===== src/rtl/opb_register_ppc2simulink_sync.sv =====
`default_nettype none
// ============================================================================
// Module   : opb_register_ppc2simulink_sync
// Purpose  : OPB slave register carrying one 32-bit control word from the
//            PowerPC into the fabric. Software writes a shadow register; the
//            shadow is committed to user_data_out either immediately on a
//            DATA write (C_AUTO_COMMIT=1) or by writing the CTRL word. Each
//            commit raises user_data_valid for one cycle.
//            Everything runs on OPB_Clk.
// Ports    : OPB_Clk, OPB_Rst        clock, async active-high reset
//            OPB_ABus/BE/DBus/RNW    OPB request (big-endian bit numbering)
//            OPB_select, OPB_seqAddr transfer request / ignored
//            Sl_DBus, Sl_xferAck     read data (zero outside ack), ack
//            Sl_errAck/retry/toutSup tied low
//            user_data_out/valid     committed word and commit strobe
// Register map (word index from C_BASEADDR):
//            0 DATA  r/w shadow register, byte-enable merged
//            1 CTRL  wr: bit31 (LSB) with BE[3] commits shadow
//                    rd: bit0 (MSB) = pending, bits16:31 = commit count
//            others  acknowledged, read zero, writes ignored
// Revision : 1.0 - initial release
// ============================================================================
module opb_register_ppc2simulink_sync #(
  parameter logic [31:0] C_BASEADDR    = 32'hFFFFFFFF,
  parameter logic [31:0] C_HIGHADDR    = 32'h00000000,
  parameter int          C_OPB_AWIDTH  = 32,
  parameter int          C_OPB_DWIDTH  = 32,
  parameter logic [31:0] C_INIT_VALUE  = 32'h00000000,
  parameter bit          C_AUTO_COMMIT = 1'b1
) (
  input  logic                        OPB_Clk,
  input  logic                        OPB_Rst,
  input  logic [0:C_OPB_AWIDTH-1]     OPB_ABus,
  input  logic [0:C_OPB_DWIDTH/8-1]   OPB_BE,
  input  logic [0:C_OPB_DWIDTH-1]     OPB_DBus,
  input  logic                        OPB_RNW,
  input  logic                        OPB_select,
  input  logic                        OPB_seqAddr,
  output logic [0:C_OPB_DWIDTH-1]     Sl_DBus,
  output logic                        Sl_errAck,
  output logic                        Sl_retry,
  output logic                        Sl_toutSup,
  output logic                        Sl_xferAck,
  output logic [31:0]                 user_data_out,
  output logic                        user_data_valid
);

  typedef enum logic [1:0] {
    S_IDLE  = 2'd0,
    S_ACK   = 2'd1,
    S_DESEL = 2'd2
  } state_t;

  localparam logic [C_OPB_AWIDTH-1:0] c_base_addr = C_BASEADDR[C_OPB_AWIDTH-1:0];
  localparam logic [C_OPB_AWIDTH-1:0] c_high_addr = C_HIGHADDR[C_OPB_AWIDTH-1:0];

  state_t             state_q,  state_d;
  logic [31:0]        shadow_q, shadow_d;
  logic [31:0]        user_q,   user_d;
  logic [15:0]        count_q,  count_d;
  logic               valid_q,  valid_d;
  logic [31:0]        rdata_q,  rdata_d;

  logic [31:0]             w_wdata;
  logic [3:0]              w_be;
  logic [31:0]             w_merged;
  logic [C_OPB_AWIDTH-1:0] w_offset;
  logic [C_OPB_AWIDTH-3:0] w_word;
  logic                    w_hit;
  logic                    w_is_data;
  logic                    w_is_ctrl;
  logic                    w_pending;
  logic                    w_commit;
  logic                    w_unused;

  // OPB bit 0 is the MSB, so a plain assignment into a [31:0] vector keeps
  // numeric significance: DBus[0] -> w_wdata[31], BE[0] -> w_be[3].
  assign w_wdata = OPB_DBus;
  assign w_be    = OPB_BE;

  // Address decode
  assign w_offset  = OPB_ABus - c_base_addr;
  assign w_word    = w_offset[C_OPB_AWIDTH-1:2];
  assign w_hit     = OPB_select && (OPB_ABus >= c_base_addr) && (OPB_ABus <= c_high_addr);
  assign w_is_data = (w_word == '0);
  assign w_is_ctrl = (w_word == (C_OPB_AWIDTH-2)'(1));
  assign w_pending = (shadow_q != user_q);

  assign w_unused  = OPB_seqAddr ^ (^w_offset[1:0]);

  // Byte-enable merge of write data into the shadow
  for (genvar gi = 0; gi < 4; gi++) begin : g_byte_merge
    assign w_merged[8*gi +: 8] = w_be[gi] ? w_wdata[8*gi +: 8] : shadow_q[8*gi +: 8];
  end

  always_comb begin
    state_d  = state_q;
    shadow_d = shadow_q;
    user_d   = user_q;
    count_d  = count_q;
    valid_d  = 1'b0;
    rdata_d  = '0;
    w_commit = 1'b0;

    case (state_q)
      S_IDLE: begin
        if (w_hit) begin
          state_d = S_ACK;
          if (OPB_RNW) begin
            if (w_is_data) begin
              rdata_d = shadow_q;
            end else if (w_is_ctrl) begin
              rdata_d = {w_pending, 15'd0, count_q};
            end
          end else begin
            if (w_is_data) begin
              shadow_d = w_merged;
              w_commit = C_AUTO_COMMIT;
            end else if (w_is_ctrl) begin
              w_commit = w_wdata[0] & w_be[0];
            end
          end
        end
      end
      S_ACK: begin
        state_d = S_DESEL;
      end
      S_DESEL: begin
        // One ack per select assertion: wait for the master to let go.
        if (!OPB_select) begin
          state_d = S_IDLE;
        end
      end
      default: begin
        state_d = S_IDLE;
      end
    endcase

    // shadow_d already holds the merged value on a DATA write, so an
    // auto-commit publishes the freshly written word at the same edge.
    if (w_commit) begin
      user_d  = shadow_d;
      count_d = count_q + 16'd1;
      valid_d = 1'b1;
    end
  end

  always_ff @(posedge OPB_Clk or posedge OPB_Rst) begin
    if (OPB_Rst) begin
      state_q  <= S_IDLE;
      shadow_q <= C_INIT_VALUE;
      user_q   <= C_INIT_VALUE;
      count_q  <= '0;
      valid_q  <= 1'b0;
      rdata_q  <= '0;
    end else begin
      state_q  <= state_d;
      shadow_q <= shadow_d;
      user_q   <= user_d;
      count_q  <= count_d;
      valid_q  <= valid_d;
      rdata_q  <= rdata_d;
    end
  end

  // Read data is gated by the ack so the bus stays zero for the wired-OR.
  assign Sl_xferAck      = (state_q == S_ACK);
  assign Sl_DBus         = Sl_xferAck ? rdata_q : '0;
  assign Sl_errAck       = 1'b0;
  assign Sl_retry        = 1'b0;
  assign Sl_toutSup      = 1'b0;
  assign user_data_out   = user_q;
  assign user_data_valid = valid_q;

  // Exposed under a stable name for hierarchical access.
  logic [15:0] commit_count_q;
  assign commit_count_q = count_q;

endmodule
`default_nettype wire


===== config.mk =====
export PLATFORM = sky130hd
export DESIGN_NAME = opb_register_ppc2simulink_sync
export DESIGN_NICKNAME = d
export VERILOG_FILES = /design/src/rtl/opb_register_ppc2simulink_sync.sv
export SDC_FILE = /design/constraint.sdc
export NUM_CORES = 1
export LEC_CHECK = 0
export ABC_AREA = 1
export BUFFER_PORTS_ARGS = -buffer_cell sky130_fd_sc_hd__clkbuf_2
export CORE_MARGIN = 3
export CORE_UTILIZATION = 39
export CTS_CLUSTER_DIAMETER = 40
export CTS_CLUSTER_SIZE = 24
export DETAILED_ROUTE_END_ITERATION = 12
export GPL_TIMING_DRIVEN = 0
export PLACE_DENSITY_LB_ADDON = 0.25
export REMOVE_ABC_BUFFERS = 1
export SLEW_MARGIN = 5
export SYNTH_ARGS = -nofsm -noshare
export SYNTH_HDL_FRONTEND = slang
export SYNTH_SLANG_ARGS = --single-unit

===== constraint.sdc =====
create_clock -name OPB_Clk -period 2.5 [get_ports OPB_Clk]
set_clock_uncertainty 0.05 [all_clocks]
set_input_delay 0.25 -clock OPB_Clk [delete_from_list [all_inputs] [get_ports OPB_Clk]]
set_output_delay 0.25 -clock OPB_Clk [all_outputs]
set_load 0.03 [all_outputs]

* Word level (Yosys, flattened, before mapping) *
Cells that the tools add are included.

operators by class
  $add $sub $neg = 2
  order comparisons = 2
  eq/ne operators = 6
  multiplexer cells = 23
  bitwise operators = 1
  reductions and logical operators = 5

operator list
  cell                      number
  $mux W32                  10
  $ge A32 B32 Y1 const B    1
  $le A32 B1 Y1 const B     1
  $mux W8                   4
  $ne A32 B32 Y1            1
  $sub A32 B32 Y32 const B  1
  $eq A30 B1 Y1 const B     1
  $logic_not A30 Y1         1
  $add A16 B1 Y16 const B   1
  $mux W1                   6
  $pmux W2 S3               1
  $mux W2                   2
  $ne A2 B2 Y1 const B      2
  $eq A2 B1 Y1 const B      1
  $eq A2 B2 Y1 const B      1
  $logic_and A1 B1 Y1       2
  $logic_not A2 Y1          1
  $reduce_and A2 Y1         1
  $and A1 B1 Y1             1

word-level totals
  bits in registers = 115
  input bits = 73
  output and inout port bits = 69
  logic and storage cells = 45

* Longest topological paths before layout *
Gate-level depths: netlist of the first run.

  depth after elaboration = 8
  depth in mapped cells = 4
  mapped depth without buffers = 3

* Worst setup path before layout of the first run *
OpenSTA, ideal clock, no wires.

  kind = reg2out
  start point = register state_q[1]
  end point = output port Sl_DBus[10] (netlist name)
  data arrival time = 1,055 ps
  required time = 2,200 ps
  setup slack = 1,145 ps
  cell stages (with the launch flop) = 5
  buffers on the path = 1
  path through = dfrtp_1 inv_1 nand2_4 buf_6 nor2_1

between the ends
  word-level cells in the longest chain between the ends = 2

ends and longest elaborated chain
  element                   RTL line  source
  start: declaration        57        state_t state_q, state_d;
  start signal: assignment  157       state_q <= state_d;
  $eq A2 B1 Y1              167       assign Sl_xferAck = (state_q == S_ACK);
  $mux W32                  168       assign Sl_DBus = Sl_xferAck ? rdata_q : '0;
  end: declaration          39        output logic [0:C_OPB_DWIDTH-1] Sl_DBus,

Every way passes these cells.

* Worst setup path after layout of the first run *
  start point = register state_q[1]
  end point = output port Sl_DBus[3] (netlist name)

Same word-level chain as after synthesis.

==> results of run 1 <==
## cell usage in the layout, fill, tap and decap left out, types with 2 or more instances in the layout
master     instances
clkbuf_8          11
inv_1             35
dfrtp_1           67
bufinv_16          2
nor2_2             2
nor2_1            30
conb_1            37
clkbuf_2          68
## path summary, 6_finish.rpt
check / end / slack [ps]
setup / recovery: Sl_DBus[3] / 810
hold / removal: user_data_out[31]$_DFFE_PP0P_ / 6
setup reg to reg: state_q[1]$_DFFE_PP0P_ / 1550
hold reg to reg: user_data_out[26]$_DFFE_PP0P_ / 330
max in group asynchronous: rdata_q[7]$_DFF_PP0_ / 1880
min in group OPB_Clk: state_q[1]$_DFFE_PP0P_ / 130
## per-stage QoR
step | setup TNS, ps | total power [uW]
6_report | 0 | 2280
5_1_grt | 0 | 2390
4_1_cts | 0 | 2330
3_5_place_dp | 0 | 1320
3_3_place_gp | -10830 | 1320
2_1_floorplan | 0 | 1270
## power by group
| part | internal [uW] | leakage [uW] | switching, uW |
|---|---|---|---|
| sequential | 1110 | 0.000856 | 8.15 |
| clock | 615 | 0.000113 | 367 |
| combinational | 34.7 | 0.000700 | 139 |
## worst max-delay path, stage by stage, from the launching register on
cell and delay, ps:
dfrtp_1 380, inv_1 90, nand2_4 200, nor2_1 170
clkbuf_2 220
## registers in the layout, indices dropped and copies added, names as in the netlist
register         flops
user_data_valid      1
rdata_q             32
user_data_out       32
state_q              2
## final cells by class
cell class / instances / share of cell area
Multi-Input combinational cell: 72 / 0.103
Inverter: 36 / 0.0500
Clock buffer: 12 / 0.0563
Tap cell: 70 / 0.0318
Sequential cell: 67 / 0.609
Timing Repair Buffer: 68 / 0.124
Clock inverter: 4 / 0.0264
## metal layers
| metal | part of all wire | GRT usage |
|---|---|---|
| met4 | 0.012 | 0.0659 |
| met1 | 0.46 | 0.126 |
| met5 | 0 | 0 |
| met3 | 0.13 | 0.0587 |
| met2 | 0.40 | 0.137 |
## cell families (layout without fill, tap and decap cells)
group,Yosys count,count (layout),synth area share
other,1,37,0.00175
and+or+nand+nor,35,35,0.0679
buffers and inverters,74,120,0.146
DFF,67,67,0.785
==> results.yml, run 1 <==
placed_design:
  place_congestion: 0.667
  dpl-instance-area_mm2: 0.00253
  post-place-ws_ps: 1140
  port_buffers: 68
  dp.cells: 313
  dp.final_hpwl_um: 1860
cells_and_area:
  fin_area_mm2: 0.00275
  multi_input_area_um2: 284
  stdcell_count: 329
  nNetsFinal: 327
  seqCellArea_mm2: 0.00168
  drive_gt1_frac: 0.336
  diodes: 0
  utilization: 0.529
  area_growth_pct: 28.9
  fillers: 460
global_routing:
  grt_max_degree: 68
  grt_overflow: 0
  grt_pass1_vias: 1077
  track_usage: 0.103
  antenna_found_initial: 0
  grt_pass1_wl_um: 4770
synthesis:
  synth_top_cell_by_area: "dfrtp_1"
  yosysTopAreaCellShare: 0.785
  synth-edff-count: 0
  synth_area_mm2: 0.00214
  ys_seq_elements: 67
  synthTopCellsByArea: "dfrtp_1 78%, inv_1 6.3%, clkbuf_1 5.6%"
  synth_most_common_cell: "dfrtp_1"
  synth_warnings: 0
  avgSynthCellArea_um2: 12.1
  synthCells: 177
  synth_top_flop_cell: "dfrtp_1"
  synth-seq-area-share: 0.785
  async_flop_share: 1.00
  synth_cell_types: 11
  synth_common_cells: "67 x dfrtp_1, 36 x inv_1, 32 x clkbuf_1, 30 x nor2_1"
pwr:
  power.leakage_uw: 0.00167
  ir_drop_mv: 0.375
  p_per_area_mw_per_mm2: 827
outcome:
  status: "finished clean"
cts:
  path_clk_slew_ps: 70
  ctsHoldBuffers: 0
  cts_buffers: 9
  post-cts-setup-buffers: 0
  cts_root_buf: "clkbuf_8"
  post_cts_resized: 0
  clk_path_buf_depth: 2
  clkLatencyLatePin_ps: 320
  cts_tree: "built"
  htreeDepth: 3
  numClockSinks: 67
setup_path:
  crit_arrival_ps: 1390
  r2r-start: "state_q[0]$_DFFE_PP0P_"
  worstSetupStartpointType: "flop"
  path_max_fanout: 34
  r2r_cells: 2
  required_ps: 2200
  setup.worst_path.start: "state_q[1]$_DFFE_PP0P_"
  path_class: "reg2out"
  cp-end-kind: "primary output"
floorplanning:
  die_y_um: 80.0
  rows: 26
  die_w_um: 80.0
  fp.dieArea_mm2: 0.00640
  start_util: 0.411
  io_pins: 142
  core_mm2: 0.00520
sta:
  setup_ws_ps: 811
  slew_headroom: 0.487
  final-max-slew-violation-count: 0
  fin_hold_ws_ps: 5.74
  tightest_slew_ps: 770
  grt_setup_unrepaired: "no"
  period_minus_slack_ps: 1690
  finalHoldViolCount: 0
  max_freq_mhz: 592
  finalSetupViolCount: 0
  period_share: 0.676
drt:
  wirelength_um: 2880
  drtIter0Drc: 30
  vias_per_cell: 3.39
  wire_per_inst_um: 8.76
  dr.pass1.iters: 4
  drc_errors: 0
  final_antenna_net_count: 0
  vias: 1116
run:
  max_cap_viol_count: 0
hold_path:
  hold_class: "in2async"
Note: power is estimated with default switching activity, not from simulation.
==> inputs of run 2 (changes only) <==
--- a/config.mk
+++ b/config.mk
@@ -5,7 +5,7 @@
 export SDC_FILE = /design/constraint.sdc
 export NUM_CORES = 1
 export LEC_CHECK = 0
-export ABC_AREA = 1
+export ABC_AREA = 0
 export BUFFER_PORTS_ARGS = -buffer_cell sky130_fd_sc_hd__clkbuf_2
 export CORE_MARGIN = 3
 export CORE_UTILIZATION = 39
==> constraint.sdc (replaced) <==
create_clock -name OPB_Clk -period 1.8 [get_ports OPB_Clk]
set_clock_uncertainty 0.05 [all_clocks]
set_input_delay 0.18 -clock OPB_Clk [delete_from_list [all_inputs] [get_ports OPB_Clk]]
set_output_delay 0.18 -clock OPB_Clk [all_outputs]
set_load 0.03 [all_outputs]
==> run 2 against run 1 <==
Final cell count down 10%. Highest routed layer unchanged. Critical path type unchanged. Register-to-register slack worse by 760 ps. Global-route usage up 0.75 points. Synthesized cell count down 20%. Wire length up 3.6%. Die area down 1.6%.
==> results.yml, run 2 <==
sta:
  grt_setup_unrepaired: "no"
  period_minus_slack_ps: 1630
  max_freq_mhz: 612
  finalHoldViolCount: 0
  final-max-slew-violation-count: 0
  finalSetupViolCount: 0
  period_share: 0.908
  tightest_slew_ps: 765
  slew_headroom: 0.490
placed_design:
  dp.final_hpwl_um: 1800
  dp.cells: 278
  place_congestion: 0.622
  port_buffers: 68
  dpl-instance-area_mm2: 0.00249
cells_and_area:
  area_growth_pct: 30.2
  nNetsFinal: 296
  utilization: 0.529
  drive_gt1_frac: 0.434
  multi_input_area_um2: 393
  layout_common_cells: "68 x clkbuf_2, 67 x dfrtp_1, 37 x conb_1"
  seqCellArea_mm2: 0.00168
  layout_commonest_cell: "clkbuf_2"
  stdcell_count: 296
  fillers: 450
  fin_area_mm2: 0.00274
  diodes: 0
synthesis:
  synth-seq-area-share: 0.798
  synth_warnings: 0
  muxShareOfSynthArea: 0
  avgSynthCellArea_um2: 14.8
  synth_top_family_by_area: "simple AND/OR/NAND/NOR gates"
  synth_area_mm2: 0.00210
  synth_xor_area_frac: 0
  synthCells: 142
  ys_seq_elements: 67
  synth_cell_types: 11
  synthTopCellsByArea: "dfrtp_1 80%, and2_1 6.0%, clkbuf_1 5.7%"
  synth_top_flop_cell: "dfrtp_1"
  synth_most_common_cell: "dfrtp_1"
  async_flop_share: 1.00
  synth_top_cell_by_area: "dfrtp_1"
  synth_fa_ha_area_frac: 0
  synth-edff-count: 0
  yosysTopAreaCellShare: 0.798
  synthSimpleGateAreaFrac: 0.111
  synth_common_cells: "67 x dfrtp_1, 32 x clkbuf_1, 20 x and2_1, 12 x and2_2"
  synth_compound_area_frac: 0.00357
floorplanning:
  die_w_um: 79.4
  start_util: 0.406
  rows: 26
  fp.dieArea_mm2: 0.00630
  die_y_um: 79.4
  core_mm2: 0.00517
  io_pins: 142
cts:
  cts_tree: "built"
  clkLatencyLatePin_ps: 320
  cts_buffers: 9
  numClockSinks: 67
  path_clk_slew_ps: 60
  htreeDepth: 3
  clk_path_buf_depth: 2
  cts_root_buf: "clkbuf_8"
pwr:
  p_per_area_mw_per_mm2: 1080
  power.leakage_uw: 0.00152
  ir_drop_mv: 0.488
setup_path:
  path_delay_family: "flip-flops"
  path_max_fanout: 17
  required_ps: 1570
  worstSetupStartpointType: "flop"
  critPathBufInv: 2
  crit_path_top_delay_cell: "dfrtp_1"
  crit_chain: "nor2b_4 > buf_12 > and2_1 > clkbuf_2"
  critPathMaxStageDelay_ps: 450
  crit_arrival_ps: 1400
  path_class: "reg2out"
  cp-end-kind: "primary output"
drt:
  vias: 1027
  dr.pass1.iters: 4
  drc_errors: 0
  wire_per_inst_um: 10.1
  drtIter0Drc: 38
  vias_per_cell: 3.47
  final_antenna_net_count: 0
  wirelength_um: 2990
hold_path:
  hold_class: "in2reg"
run:
  max_cap_viol_count: 0
global_routing:
  grt_pass1_vias: 1086
  track_usage: 0.110
  grt_overflow: 0
  antenna_found_initial: 0
  grt_max_degree: 68
  grt_pass1_wl_um: 4970
outcome:
  status: "finished clean"
run 2: cell count changes in the layout (fill, tap and decap cells not counted), sizes merged, moves of 2 or more:
cell   before  now
and2        0   32
buf         0    2
nor2       32    0
nor2b       0    2
inv        36    1
run 2: kinds of logic after synthesis:
kind of cell,after synthesis
and+or+nand+nor,34
DFF,67
AOI/OAI and AO/OA,1
other,1
buffers and inverters,39
run 2: cell type report:
cell class | count | share of cell area
Multi-Input combinational cell | 73 | 0.144
Inverter | 1 | 0.00229
Clock buffer | 11 | 0.0517
Tap cell | 70 | 0.0320
Sequential cell | 67 | 0.613
Timing Repair Buffer | 71 | 0.143
Clock inverter | 3 | 0.0146
run 2: stage by stage:
stage	worst slack [ps]	hold WS, ps	TNS, ps	power (uW)
after floorplan	-113	269	-7580	1760
after global placement	-778	314	-51820	1820
after detailed placement	276	315	0	1820
after CTS	33.9	34.0	0	2990
after global routing	73.0	57.7	0	3110
final	166	51.8	0	2960
run 2: worst min-delay path: stages:
cell and delay (ps):
clkbuf_2 90, nand2_1 60, o21bai_1 60
run 2: path summary, 6_finish.rpt:
check | slack [ps] | endpoint | cells past startpoint | startpoint
max | 170 | Sl_DBus[18] | 4 | state_q[1]$_DFFE_PP0P_
min | 50 | state_q[1]$_DFFE_PP0P_ | 3 | OPB_select
max reg2reg | 790 | state_q[1]$_DFFE_PP0P_ | 3 | state_q[0]$_DFFE_PP0P_
min reg2reg | 320 | user_data_out[20]$_DFFE_PP0P_ | 0 | user_data_out[20]$_DFFE_PP0P_
max in group asynchronous | 690 | rdata_q[12]$_DFF_PP0_ | 3 | OPB_Rst
min in group asynchronous | 500 | user_data_out[27]$_DFFE_PP0P_ | 3 | OPB_Rst
run 2: metal layers:
layer,wire length [um],GRT usage
met1,1300,0.139
met5,0,0
met2,1260,0.146
met3,337,0.0519
met4,87,0.0825
run 2: power by group:
part / internal, uW / switching, uW / total, uW
registers: 1550 / 12.5 / 1560
clock network: 658 / 485 / 1140
logic: 78.4 / 183 / 262
total: 2280 / 681 / 2960
run 2: timing repair:
action | CTS | global route
endpoints found under the hold margin | 67 | 0
hold buffers | 1 | 0
endpoints found under the setup margin | 32 | 32
setup buffers | 0 | 2
resized for setup | 1 | 0
gates cloned | 1 | 0
==> inputs of run 3 (changes only) <==
--- a/config.mk
+++ b/config.mk
@@ -5,7 +5,7 @@
 export SDC_FILE = /design/constraint.sdc
 export NUM_CORES = 1
 export LEC_CHECK = 0
-export ABC_AREA = 0
+export ABC_AREA = 1
 export BUFFER_PORTS_ARGS = -buffer_cell sky130_fd_sc_hd__clkbuf_2
 export CORE_MARGIN = 3
 export CORE_UTILIZATION = 39
==> run 3 against run 2 <==
Worst setup slack gained 15 ps. Sequential share of layout area down 0.64 points. Highest routed layer unchanged. Final cell count grew 11%. Critical endpoint is now Sl_DBus[3]. Utilization grew 0.22 points. Critical path depth stayed put.
==> results.yml, run 3 (same netlist as run 1, synthesis figures left out) <==
outcome:
  status: "finished clean"
placed_design:
  post-place-ws_ps: 508
  place_congestion: 0.667
  dp.final_hpwl_um: 1860
  dp.cells: 313
  port_buffers: 68
setup_path:
  cp-end-kind: "primary output"
  required_ps: 1570
  worstSetupEndpoint: "Sl_DBus[3]"
  crit_path_top_delay_cell: "dfrtp_1"
  crit_chain: "inv_1 > nand2_4 > nor2_1 > clkbuf_2"
  critPathMaxStageDelay_ps: 380
  setup.worst_path.start: "state_q[1]$_DFFE_PP0P_"
  path_class: "reg2out"
  worstSetupStartpointType: "flop"
  r2r-start: "state_q[1]$_DFFE_PP0P_"
  crit_arrival_ps: 1390
  r2r_end: "state_q[1]$_DFFE_PP0P_"
  r2r_cells: 3
  r2r_setup_slack_ps: 850
  path_max_fanout: 34
drt:
  drc_errors: 0
  final_antenna_net_count: 0
  wirelength_um: 2870
  dr.pass1.iters: 4
  wire_per_inst_um: 8.71
  vias: 1114
  drtIter0Drc: 33
  vias_per_cell: 3.38
cells_and_area:
  utilization: 0.531
  area_growth_pct: 29.3
  layout_commonest_cell: "clkbuf_2"
  stdcell_count: 330
  drive_gt1_frac: 0.335
  diodes: 0
  nNetsFinal: 328
  layout_common_cells: "68 x clkbuf_2, 67 x dfrtp_1, 37 x conb_1"
  fillers: 459
cts:
  cts_tree: "built"
  cts_root_buf: "clkbuf_8"
  path_clk_slew_ps: 60
  htreeDepth: 3
  numClockSinks: 67
  clk_path_buf_depth: 2
  post_cts_resized: 0
  post-cts-setup-buffers: 0
  clkLatencyLatePin_ps: 320
  cts_buffers: 9
sta:
  period_share: 0.899
  setup_ws_ps: 181
  final-max-slew-violation-count: 0
  grt_setup_unrepaired: "no"
  tightest_slew_ps: 766
  fin_setup_tns_ps: 0
  slew_headroom: 0.489
  period_minus_slack_ps: 1620
  max_freq_mhz: 618
  finalHoldViolCount: 0
  finalSetupViolCount: 0
hold_path:
  hold_class: "in2reg"
  hold_path_depth: 3
floorplanning:
  die_w_um: 80.0
  die_y_um: 80.0
  fp.dieArea_mm2: 0.00640
  io_pins: 142
  rows: 26
  core_mm2: 0.00520
  start_util: 0.411
pwr:
  power.leakage_uw: 0.00167
  p_per_area_mw_per_mm2: 1150
  ir_drop_mv: 0.521
global_routing:
  grt_overflow: 0
  grt_max_degree: 68
  grt_pass1_vias: 1089
  antenna_found_initial: 0
  grt_pass1_wl_um: 4800
  track_usage: 0.103
run:
  max_cap_viol_count: 0
## run 3: cell types whose count changed in the layout (fill, tap and decap cells not counted), moves of 2 or more
cell,delta
buf_12,-2
nor2_1,+30
nor2b_4,-2
and2_2,-12
nor2_2,+2
inv_1,+35
and2_1,-20
## run 3: worst min-delay path by stage
stage                                  start                       endpoint  slack, ps
2_1_floorplan                     OPB_select         state_q[1]$_DFFE_PP0P_        270
3_3_place_gp   user_data_out[31]$_DFFE_PP0P_  user_data_out[31]$_DFFE_PP0P_        310
3_5_place_dp    user_data_out[1]$_DFFE_PP0P_   user_data_out[1]$_DFFE_PP0P_        320
4_1_cts                           OPB_select         state_q[1]$_DFFE_PP0P_         40
5_1_grt                           OPB_select         state_q[1]$_DFFE_PP0P_         50
6_report                          OPB_select         state_q[1]$_DFFE_PP0P_         60
## run 3: area by class of cell
class,instances,area [um2],share of cell area
Inverter,36,138,0.0498
Sequential cell,67,1680,0.607
Timing Repair Buffer,69,350,0.127
Multi-Input combinational cell,72,284,0.103
Clock buffer,12,155,0.0561
Clock inverter,4,72.6,0.0263
Tap cell,70,87.6,0.0317
## run 3: worst max-delay path: cells and delay by family (launching register included)
family | cells | cell delay [ps]
simple gates | 2 | 360
flops | 1 | 380
buf+inv | 2 | 310
## run 3: through the flow
stage,hold slack (ps),power (uW),area [um2]
2_1_floorplan,271,1770,2100
3_3_place_gp,314,1830,2520
3_5_place_dp,315,1830,2530
4_1_cts,35.8,3230,2760
5_1_grt,47.9,3320,2760
6_report,62.6,3170,2760
## run 3: per-layer routing
layer  global-route usage  share of wire
met5                    0              0
met4               0.0659          0.012
met3               0.0587           0.12
met2                0.138           0.40
met1                0.126           0.46
## run 3: power by group
group	switching (uW)	total (uW)	internal, uW
registers	11.3	1560	1550
clock network	511	1360	854
logic	193	243	49.6
## run 3: repair_timing
action | CTS | global route
hold buffers | 1 | 0
endpoints found under the setup margin | 0 | 0
endpoints found under the hold margin | 67 | 0
